File: config.mk
export PLATFORM = sky130hd
export DESIGN_NAME = note_draw_scheduler
export DESIGN_NICKNAME = d
export VERILOG_FILES = /design/src/rtl/tatsujin_pkg.sv /design/src/rtl/note_draw_scheduler_square_pixel_gen.sv /design/src/rtl/note_draw_scheduler.sv
export SDC_FILE = /design/constraint.sdc
export NUM_CORES = 1
export LEC_CHECK = 0
export BUFFER_PORTS_ARGS = -buffer_cell sky130_fd_sc_hd__buf_2
export CAP_MARGIN = 10
export CORE_ASPECT_RATIO = 1.75
export CORE_MARGIN = 2
export CORE_UTILIZATION = 55
export CTS_BUF_LIST = sky130_fd_sc_hd__clkbuf_4
export CTS_CLUSTER_DIAMETER = 100
export DETAILED_ROUTE_END_ITERATION = 8
export PLACE_DENSITY_LB_ADDON = 0.25
export SYNTH_ARGS = -nofsm -noshare
export SYNTH_HDL_FRONTEND = slang
export SYNTH_SLANG_ARGS = --single-unit
export TNS_END_PERCENT = 5
File: constraint.sdc
create_clock -name clk -period 4.14 [get_ports clk]
set_input_delay 1.242 -clock clk [delete_from_list [all_inputs] [get_ports clk]]
set_output_delay 1.242 -clock clk [all_outputs]
set_load 0.01 [all_outputs]
File: src/rtl/tatsujin_pkg.sv
// Shared lane geometry, colours and scheduler state encoding
// for the note lane renderer.
package tatsujin_pkg;

    localparam int NUM_SLOTS  = 10;
    localparam int PIX_PER_SQ = 16;

    localparam logic [7:0] DEF_X_BASE     = 8'd10;
    localparam logic [7:0] DEF_SLOT_PITCH = 8'd14;
    localparam logic [6:0] DEF_ROW        = 7'd53;

    localparam logic [2:0] DEF_NOTE_COLOUR = 3'b100;
    localparam logic [2:0] DEF_BG_COLOUR   = 3'b000;

    typedef enum logic [1:0] {
        IDLE,
        DRAW,
        DONE
    } state_t;

endpackage

File: src/rtl/note_draw_scheduler_square_pixel_gen.sv
// Maps a square origin and 4-bit row-major pixel index
// to the absolute framebuffer coordinate of that pixel.
module square_pixel_gen (
    input  logic [7:0] i_org_x,
    input  logic [6:0] i_org_y,
    input  logic [3:0] i_pix,
    output logic [7:0] o_x,
    output logic [6:0] o_y
);

    assign o_x = i_org_x + {6'd0, i_pix[1:0]};
    assign o_y = i_org_y + {5'd0, i_pix[3:2]};

endmodule

File: src/rtl/note_draw_scheduler.sv
// Walks the 10 note slots once per frame tick, one pixel per clock.
// Define TATSUJIN_DIRTY_SKIP_EN to skip slots unchanged since last pass.
module note_draw_scheduler
    import tatsujin_pkg::*;
#(
    parameter logic [7:0] X_BASE      = DEF_X_BASE,
    parameter logic [7:0] SLOT_PITCH  = DEF_SLOT_PITCH,
    parameter logic [6:0] ROW         = DEF_ROW,
    parameter logic [2:0] NOTE_COLOUR = DEF_NOTE_COLOUR,
    parameter logic [2:0] BG_COLOUR   = DEF_BG_COLOUR
) (
    input  logic       clk,
    input  logic       reset,
    input  logic       frame_tick,
    input  logic [9:0] notes,
    output logic [7:0] x,
    output logic [6:0] y,
    output logic [2:0] colour,
    output logic       plot,
    output logic       busy,
    output logic       frame_done,
    output logic       overrun
);

    state_t     r_state;
    state_t     w_state_nxt;
    logic [3:0] r_slot;
    logic [3:0] r_pix;
    logic [9:0] r_snap;
    logic       r_pending;
    logic       r_overrun;
    logic [7:0] r_x;
    logic [6:0] r_y;
    logic [2:0] r_colour;

    logic       w_plot;
    logic       w_busy;
    logic       w_done;
    logic       w_load;
    logic       w_step;
    logic       w_skip;
    logic       w_last_pix;
    logic       w_last_slot;
    logic [7:0] w_org_x;
    logic [7:0] w_px;
    logic [6:0] w_py;
    logic [2:0] w_colour;

    assign w_last_pix  = (r_pix == 4'(PIX_PER_SQ - 1));
    assign w_last_slot = (r_slot == 4'(NUM_SLOTS - 1));
    assign w_org_x     = X_BASE + ({4'd0, r_slot} * SLOT_PITCH);
    assign w_colour    = r_snap[r_slot] ? NOTE_COLOUR : BG_COLOUR;

    square_pixel_gen u_pix_gen (
        .i_org_x (w_org_x),
        .i_org_y (ROW),
        .i_pix   (r_pix),
        .o_x     (w_px),
        .o_y     (w_py)
    );

`ifdef TATSUJIN_DIRTY_SKIP_EN
    logic [9:0] r_prev;

    always_ff @(posedge clk or posedge reset) begin
        if (reset) begin
            r_prev <= '0;
        end else if (r_state == DONE) begin
            r_prev <= r_snap;
        end
    end

    assign w_skip = (r_state == DRAW) && (r_snap[r_slot] == r_prev[r_slot]);
`else
    assign w_skip = 1'b0;
`endif

    always_ff @(posedge clk or posedge reset) begin
        if (reset) begin
            r_state <= IDLE;
        end else begin
            r_state <= w_state_nxt;
        end
    end

    always_comb begin
        w_state_nxt = r_state;
        w_plot      = 1'b0;
        w_busy      = 1'b0;
        w_done      = 1'b0;
        w_load      = 1'b0;
        w_step      = 1'b0;
        unique case (r_state)
            IDLE: begin
                if (frame_tick || r_pending) begin
                    w_load      = 1'b1;
                    w_state_nxt = DRAW;
                end
            end
            DRAW: begin
                w_busy = 1'b1;
                w_plot = !w_skip;
                w_step = 1'b1;
                if (w_last_slot && (w_skip || w_last_pix)) begin
                    w_state_nxt = DONE;
                end
            end
            DONE: begin
                w_busy = 1'b1;
                w_done = 1'b1;
                if (r_pending) begin
                    w_load      = 1'b1;
                    w_state_nxt = DRAW;
                end else begin
                    w_state_nxt = IDLE;
                end
            end
            default: w_state_nxt = IDLE;
        endcase
    end

    always_ff @(posedge clk or posedge reset) begin
        if (reset) begin
            r_slot <= '0;
            r_pix  <= '0;
            r_snap <= '0;
        end else if (w_load) begin
            r_slot <= '0;
            r_pix  <= '0;
            r_snap <= notes;
        end else if (w_step) begin
            if (w_skip || w_last_pix) begin
                r_pix  <= '0;
                r_slot <= w_last_slot ? 4'd0 : r_slot + 4'd1;
            end else begin
                r_pix <= r_pix + 4'd1;
            end
        end
    end

    // A tick landing on the DONE that restarts a pass becomes the next request.
    always_ff @(posedge clk or posedge reset) begin
        if (reset) begin
            r_pending <= 1'b0;
            r_overrun <= 1'b0;
        end else if (w_load) begin
            r_pending <= (r_state == DONE) && frame_tick;
        end else if (frame_tick && (r_state != IDLE)) begin
            r_pending <= 1'b1;
            if (r_pending && (r_state == DRAW)) begin
                r_overrun <= 1'b1;
            end
        end
    end

    always_ff @(posedge clk or posedge reset) begin
        if (reset) begin
            r_x      <= '0;
            r_y      <= '0;
            r_colour <= '0;
        end else if (w_plot) begin
            r_x      <= w_px;
            r_y      <= w_py;
            r_colour <= w_colour;
        end
    end

    assign x          = w_plot ? w_px : r_x;
    assign y          = w_plot ? w_py : r_y;
    assign colour     = w_plot ? w_colour : r_colour;
    assign plot       = w_plot;
    assign busy       = w_busy;
    assign frame_done = w_done;
    assign overrun    = r_overrun;

endmodule

== After elaboration in Yosys (flattened, before gate mapping) ==
Cells that the tools add are included.

* Flip-flop bits (word level): 40
* Latch bits: 0
* Bits in writable memories: 0
* Memory bits (read-only): 0
* Bits of input ports: 13
* Output and inout bits: 22
* Memories: 0

* $add $sub $neg: 5
* $mul: 1
* Div/mod/pow operators: 0
* Order comparisons: 1
* Eq/ne operators: 6
* Shift-type cells: 0
* Multiplexer cells: 25
* Bitwise gates (word level): 1
* Reduce and logical (&&, ||, !) cells: 14

{| class="wikitable"
|+ Operators by type and width
! cell !! number
|-
| two-way mux 4 bit || 7
|-
| two-way mux 1 bit || 9
|-
| adder 4 x 1 -> 4 bit, second input constant || 2
|-
| adder 4 x 8 -> 8 bit, first input constant || 1
|-
| adder 8 x 2 -> 8 bit || 1
|-
| == test 4 bit, second input constant || 2
|-
| two-way mux 8 bit || 1
|-
| nonzero test 2 bit || 4
|-
| adder 6 x 2 -> 7 bit, first input constant || 1
|-
| multiplier 4 x 3 -> 7 bit, second input constant || 1
|-
| two-way mux 7 bit || 1
|-
| two-way mux 3 bit || 2
|-
| case mux 2 bit (3 select lines) || 1
|-
| less-than comparator 4 x 5 -> 1 bit, second input constant || 1
|-
| binary-select mux 1 bit (select 4 bit) || 1
|-
| logical AND 1 bit || 4
|-
| two-way mux 2 bit || 2
|-
| inequality test 2 bit, second input constant || 2
|-
| AND reduction 2 bit || 2
|-
| AND reduction 3 bit || 1
|-
| == test 2 x 1 -> 1 bit, second input constant || 1
|-
| == test 2 bit, second input constant || 1
|-
| zero test 2 bit || 1
|-
| case mux 1 bit (2 select lines) || 1
|-
| other kinds (3) || 3
|}

== Depth between registers and ports, before layout ==
* Word-level depth: 5
* Mapped depth: 10
* Mapped depth without buffers: 9

== By module ==
A second synthesis with hierarchy kept.

* Cells, all modules: 226
* Area total of the unflattened synthesis: 2472.4 µm²

{| class="wikitable"
|+ By module, submodules not included
! module !! instances !! cells each !! area an instance (µm²) !! seq. area each (µm²)
|-
| note_draw_scheduler || 1 || 185 || 2168.3 || 1001.0
|-
| square_pixel_gen || 1 || 41 || 304.0 || 0.0
|}

== Least setup slack after synthesis ==
Ideal clock, no wire load.

* Path kind: reg2out
* Start point: register r_slot[1]
* End point: output port x[7]
* Data arrival time: 2683 ps
* Required time: 2898 ps
* Path slack: 215 ps
* Stages on the path, launching flop included: 9
* Path through: dfrtp_1 > fa_1 > ha_1 > fa_1 > ha_1 > a21oi_1 > nor2_1 > o2111a_1 > o31ai_1

* Longest elaborated chain between the ends: 4

{| class="wikitable"
|+ Ends and longest elaborated chain
! element !! RTL line !! RTL
|-
| start: declaration || note_draw_scheduler.sv:27 || <nowiki>logic [3:0] r_slot;</nowiki>
|-
| start signal: assignment || note_draw_scheduler.sv:134 || <nowiki>r_slot <= w_last_slot ? 4'd0 : r_slot + 4'd1;</nowiki>
|-
| multiplier 4 x 3 -> 7 bit || note_draw_scheduler.sv:51 || <nowiki>assign w_org_x = X_BASE + ({4'd0, r_slot} * SLOT_PITCH);</nowiki>
|-
| adder 4 x 8 -> 8 bit || note_draw_scheduler.sv:51 ||
|-
| adder 8 x 2 -> 8 bit || note_draw_scheduler_square_pixel_gen.sv:11 || <nowiki>assign o_x = i_org_x + {6'd0, i_pix[1:0]};</nowiki>
|-
| two-way mux 8 bit || note_draw_scheduler.sv:168 || <nowiki>assign x = w_plot ? w_px : r_x;</nowiki>
|-
| end: declaration || note_draw_scheduler.sv:16 || <nowiki>output logic [7:0] x,</nowiki>
|}

No other way between the ends.

== Worst setup path in the final report ==
* Start point: register r_slot[2]
* End point: output port x[7]

The elaborated chain is that of the path after synthesis.

==> results.py <==
metrics = {
    "die": {
        "die-area_um2": 4460,
        "core_area_um2": 3830,
        "initial_core_util_pct": 56.4,
        "die_w_um": 51.4,
        "num_rows": 30,
        "ios": 35,
        "die_h_um": 86.9,
    },
    "timing": {
        "period_needed_ps": 4310,
        "finalSetupViolations": 4,
        "drv_slew": 0,
        "fmax_mhz": 232,
        "fin_skew_ps": 11.6,
        "worst_pin_slew_ps": 915,
        "rsz0062_at_grt": "yes",
        "min_period_over_period_pct": 104,
        "slew_headroom_pct": 39.0,
        "finalHoldViolations": 0,
        "finalWorstSetupSlack_ps": -175,
    },
    "cells_and_area": {
        "final_cells": 277,
        "postLayoutCoreUtil_pct": 66.5,
        "num-fill-cells": 308,
        "drive_above_1_share_pct": 31.4,
        "layout.area.seq_um2": 1000,
        "multi_input_area_um2": 1120,
        "fin_nets": 265,
        "syn2layout_area_growth_pct": 17.8,
        "antenna_cells": 0,
    },
    "logic_synthesis": {
        "synth_top_area_share_pct": 46.3,
        "ys_ff_latch": 40,
        "syn_nets": 220,
        "synth_area_leaders": "dfrtp_1 (46%), ha_1 (11%), mux2_1 (6.8%), fa_1 (3.7%), a21oi_1 (3.0%)",
        "async_reset_ff_share_pct": 100,
        "yosys_most_used_dff": "dfrtp_1",
        "yosysWarnings": 0,
        "netlist-cell-type-count": 43,
        "synth_cells": 184,
        "yosysTopAreaCell": "dfrtp_1",
        "synth.avg_cell_area_um2": 11.7,
        "synth_area_um2": 2160,
        "post-synth-top-count-cell": "dfrtp_1",
        "yosysSeqAreaShare_pct": 46.3,
        "synth_common_cells": "dfrtp_1 (40), ha_1 (19), a21oi_1 (13), inv_1 (13), mux2_1 (13)",
        "synth_edf_count": 0,
    },
    "setup_path": {
        "startpoint_type": "register",
        "r2r_setup_slack_ps": 1400,
        "critPathArrivalTime_ps": 3070,
        "critPathMaxFanout": 4,
        "rr_worst_depth": 9,
        "timing.rr.start": "r_slot[2]$_DFFE_PP0P_",
        "endpoint_kind": "output port",
        "worst-setup-path-type": "reg -> out",
        "cp_data_required_time_ps": 2900,
        "worstReg2RegEnd": "r_x[7]$_DFF_PP0_",
    },
    "worst_hold_path": {
        "hold_class": "reg -> reg",
        "hold_path_end": "overrun$_DFFE_PP0P_",
        "worstHoldStart": "overrun$_DFFE_PP0P_",
        "whs_path_depth": 1,
    },
    "grt": {
        "grt_overflow": 0,
        "grt_usage_pct": 21.5,
        "grt_max_degree": 41,
        "grt_pass1_vias": 1604,
        "antenna_found_initial": 0,
        "grt_pass1_wl_um": 7180,
    },
    "pwr": {
        "peakVddDrop_mv": 0.229,
        "total_leakage_power_nw": 1.34,
        "p_per_area_nw_per_um2": 233,
    },
    "outcome": {
        "status": "complete, but fails checks",
        "violations": "negative setup slack",
    },
    "clocking": {
        "cts_made_buffers": 5,
        "tritoncts": "done",
        "path_clk_slew_ps": 120,
        "clk_path_buf_depth": 2,
        "clock_latency_ps": 340,
        "cts_num_sinks": 40,
        "htreeDepth": 2,
        "root_buffer": "clkbuf_4",
    },
    "job": {
        "drv_cap": 0,
    },
    "route": {
        "drc": 0,
        "drt_iter0_markers": 51,
        "postRouteAntennaNets": 0,
        "finalWirelength_um": 4140,
        "dr_total_vias": 1504,
        "dr.pass1.iters": 4,
        "wl_per_cell_um": 14.9,
        "viasPerCell": 5.43,
    },
    "placement": {
        "portBuffers": 34,
        "placed_cells": 264,
        "place_congestion": 0.817,
        "hpwl_um": 3120,
    },
}
[cell usage in the layout (no fill, tap or decap), types with 2 or more instances in the layout]
cell      netlist  layout
or2_1           2       2
a21oi_2         1       4
inv_1          13      13
nand2_1         7       7
buf_2           2      33
mux2_2          3       2
clkbuf_4        0       6
nor2_1         10      10
mux4_2          2       2
nand3_1         4       4
o21ai_0         6       6
buf_6           0       2
o31ai_1         3       2
fa_1            4       3
buf_4           0       9
xnor2_1         2       2
o21a_1          2       2
a21oi_1        13      10
nor2b_1         4       4
dfrtp_1        40      39
mux2i_1         6       6
ha_1           19      17
inv_2           2       2
mux2_1         13      13
o21ai_1         2       2
nand4_1         2       2
[how the worst max path moves through the flow]
| stage | startpoint | end | cells after the start |
|---|---|---|---|
| CTS | r_slot[1]$_DFFE_PP0P_ | x[6] | 9 |
| global placement | r_slot[2]$_DFFE_PP0P_ | x[6] | 9 |
| floorplan | r_slot[1]$_DFFE_PP0P_ | x[7] | 8 |
| finish | r_slot[2]$_DFFE_PP0P_ | x[7] | 9 |
| global route | r_slot[2]$_DFFE_PP0P_ | x[7] | 9 |
| detailed placement | r_slot[2]$_DFFE_PP0P_ | x[7] | 9 |
[per-layer routing]
| metal | vias to the layer above | GRT usage, % | wire (um) |
|---|---|---|---|
| li1 | 728 | - | - |
| met4 | 0 | 8.61 | 59 |
| met2 | 38 | 38.1 | 2290 |
| met3 | 5 | 3.78 | 130 |
| met1 | 733 | 25.0 | 1650 |
| met5 | - | 0 | 0 |
[cells by family after synthesis]
family / synth area share, %
and+or+nand+nor: 8.57
muxes: 13.2
DFF: 46.3
AOI/OAI and AO/OA: 11.1
xor gates and xnor gates: 2.26
adders and majority gates: 14.7
buffers and inverters: 3.77
[state kept, by name, summed over array words and instances, names as in the netlist]
register	flops
r_state	2
r_colour	3
r_pending	1
r_slot	4
r_pix	4
overrun	1
r_x	8
r_snap	10
r_y	7
[power breakdown]
| part | total [W] | internal (W) | switching, W |
|---|---|---|---|
| clock | 0.000188 | 0.0000692 | 0.000119 |
| sequential | 0.000390 | 0.000390 | 0.0000000000000000000828 |
| combinational | 0.0000136 | 0.00000466 | 0.00000889 |
[critical path: stages (launching register included)]
cell	delay [ps]
dfrtp_2	460
fa_1	470
ha_2	200
fa_2	500
ha_1	230
a21oi_2	180
nor2_1	90
o2111a_1	180
o31ai_2	250
buf_2	170
[area by class of cell]
cell class	count	area share [%]
Multi-Input combinational cell	123	44.1
Timing Repair Buffer	44	10.0
Sequential cell	40	39.4
Inverter	15	2.21
Clock buffer	6	1.77
Tap cell	48	2.36
Clock inverter	1	0.197
[per-stage QoR]
stage	hold slack (ps)	worst slack, ps	total power, W	instance area (um^2)	TNS, ps
floorplan	452	215	0.000404	2160	0
global placement	437	234	0.000412	2390	0
detailed placement	458	41.7	0.000412	2390	0
CTS	488	-191	0.000599	2530	-361
global route	513	-290	0.000615	2540	-801
finish	484	-175	0.000592	2540	-342
[what timing repair did]
action	in CTS	in global routing
hold buffers	0	0
endpoints found under the setup margin	4	4
buffers inserted	4	2
resized for setup	11	1
pin swaps	8	6
No activity file was read; power rests on OpenSTA's default activity.
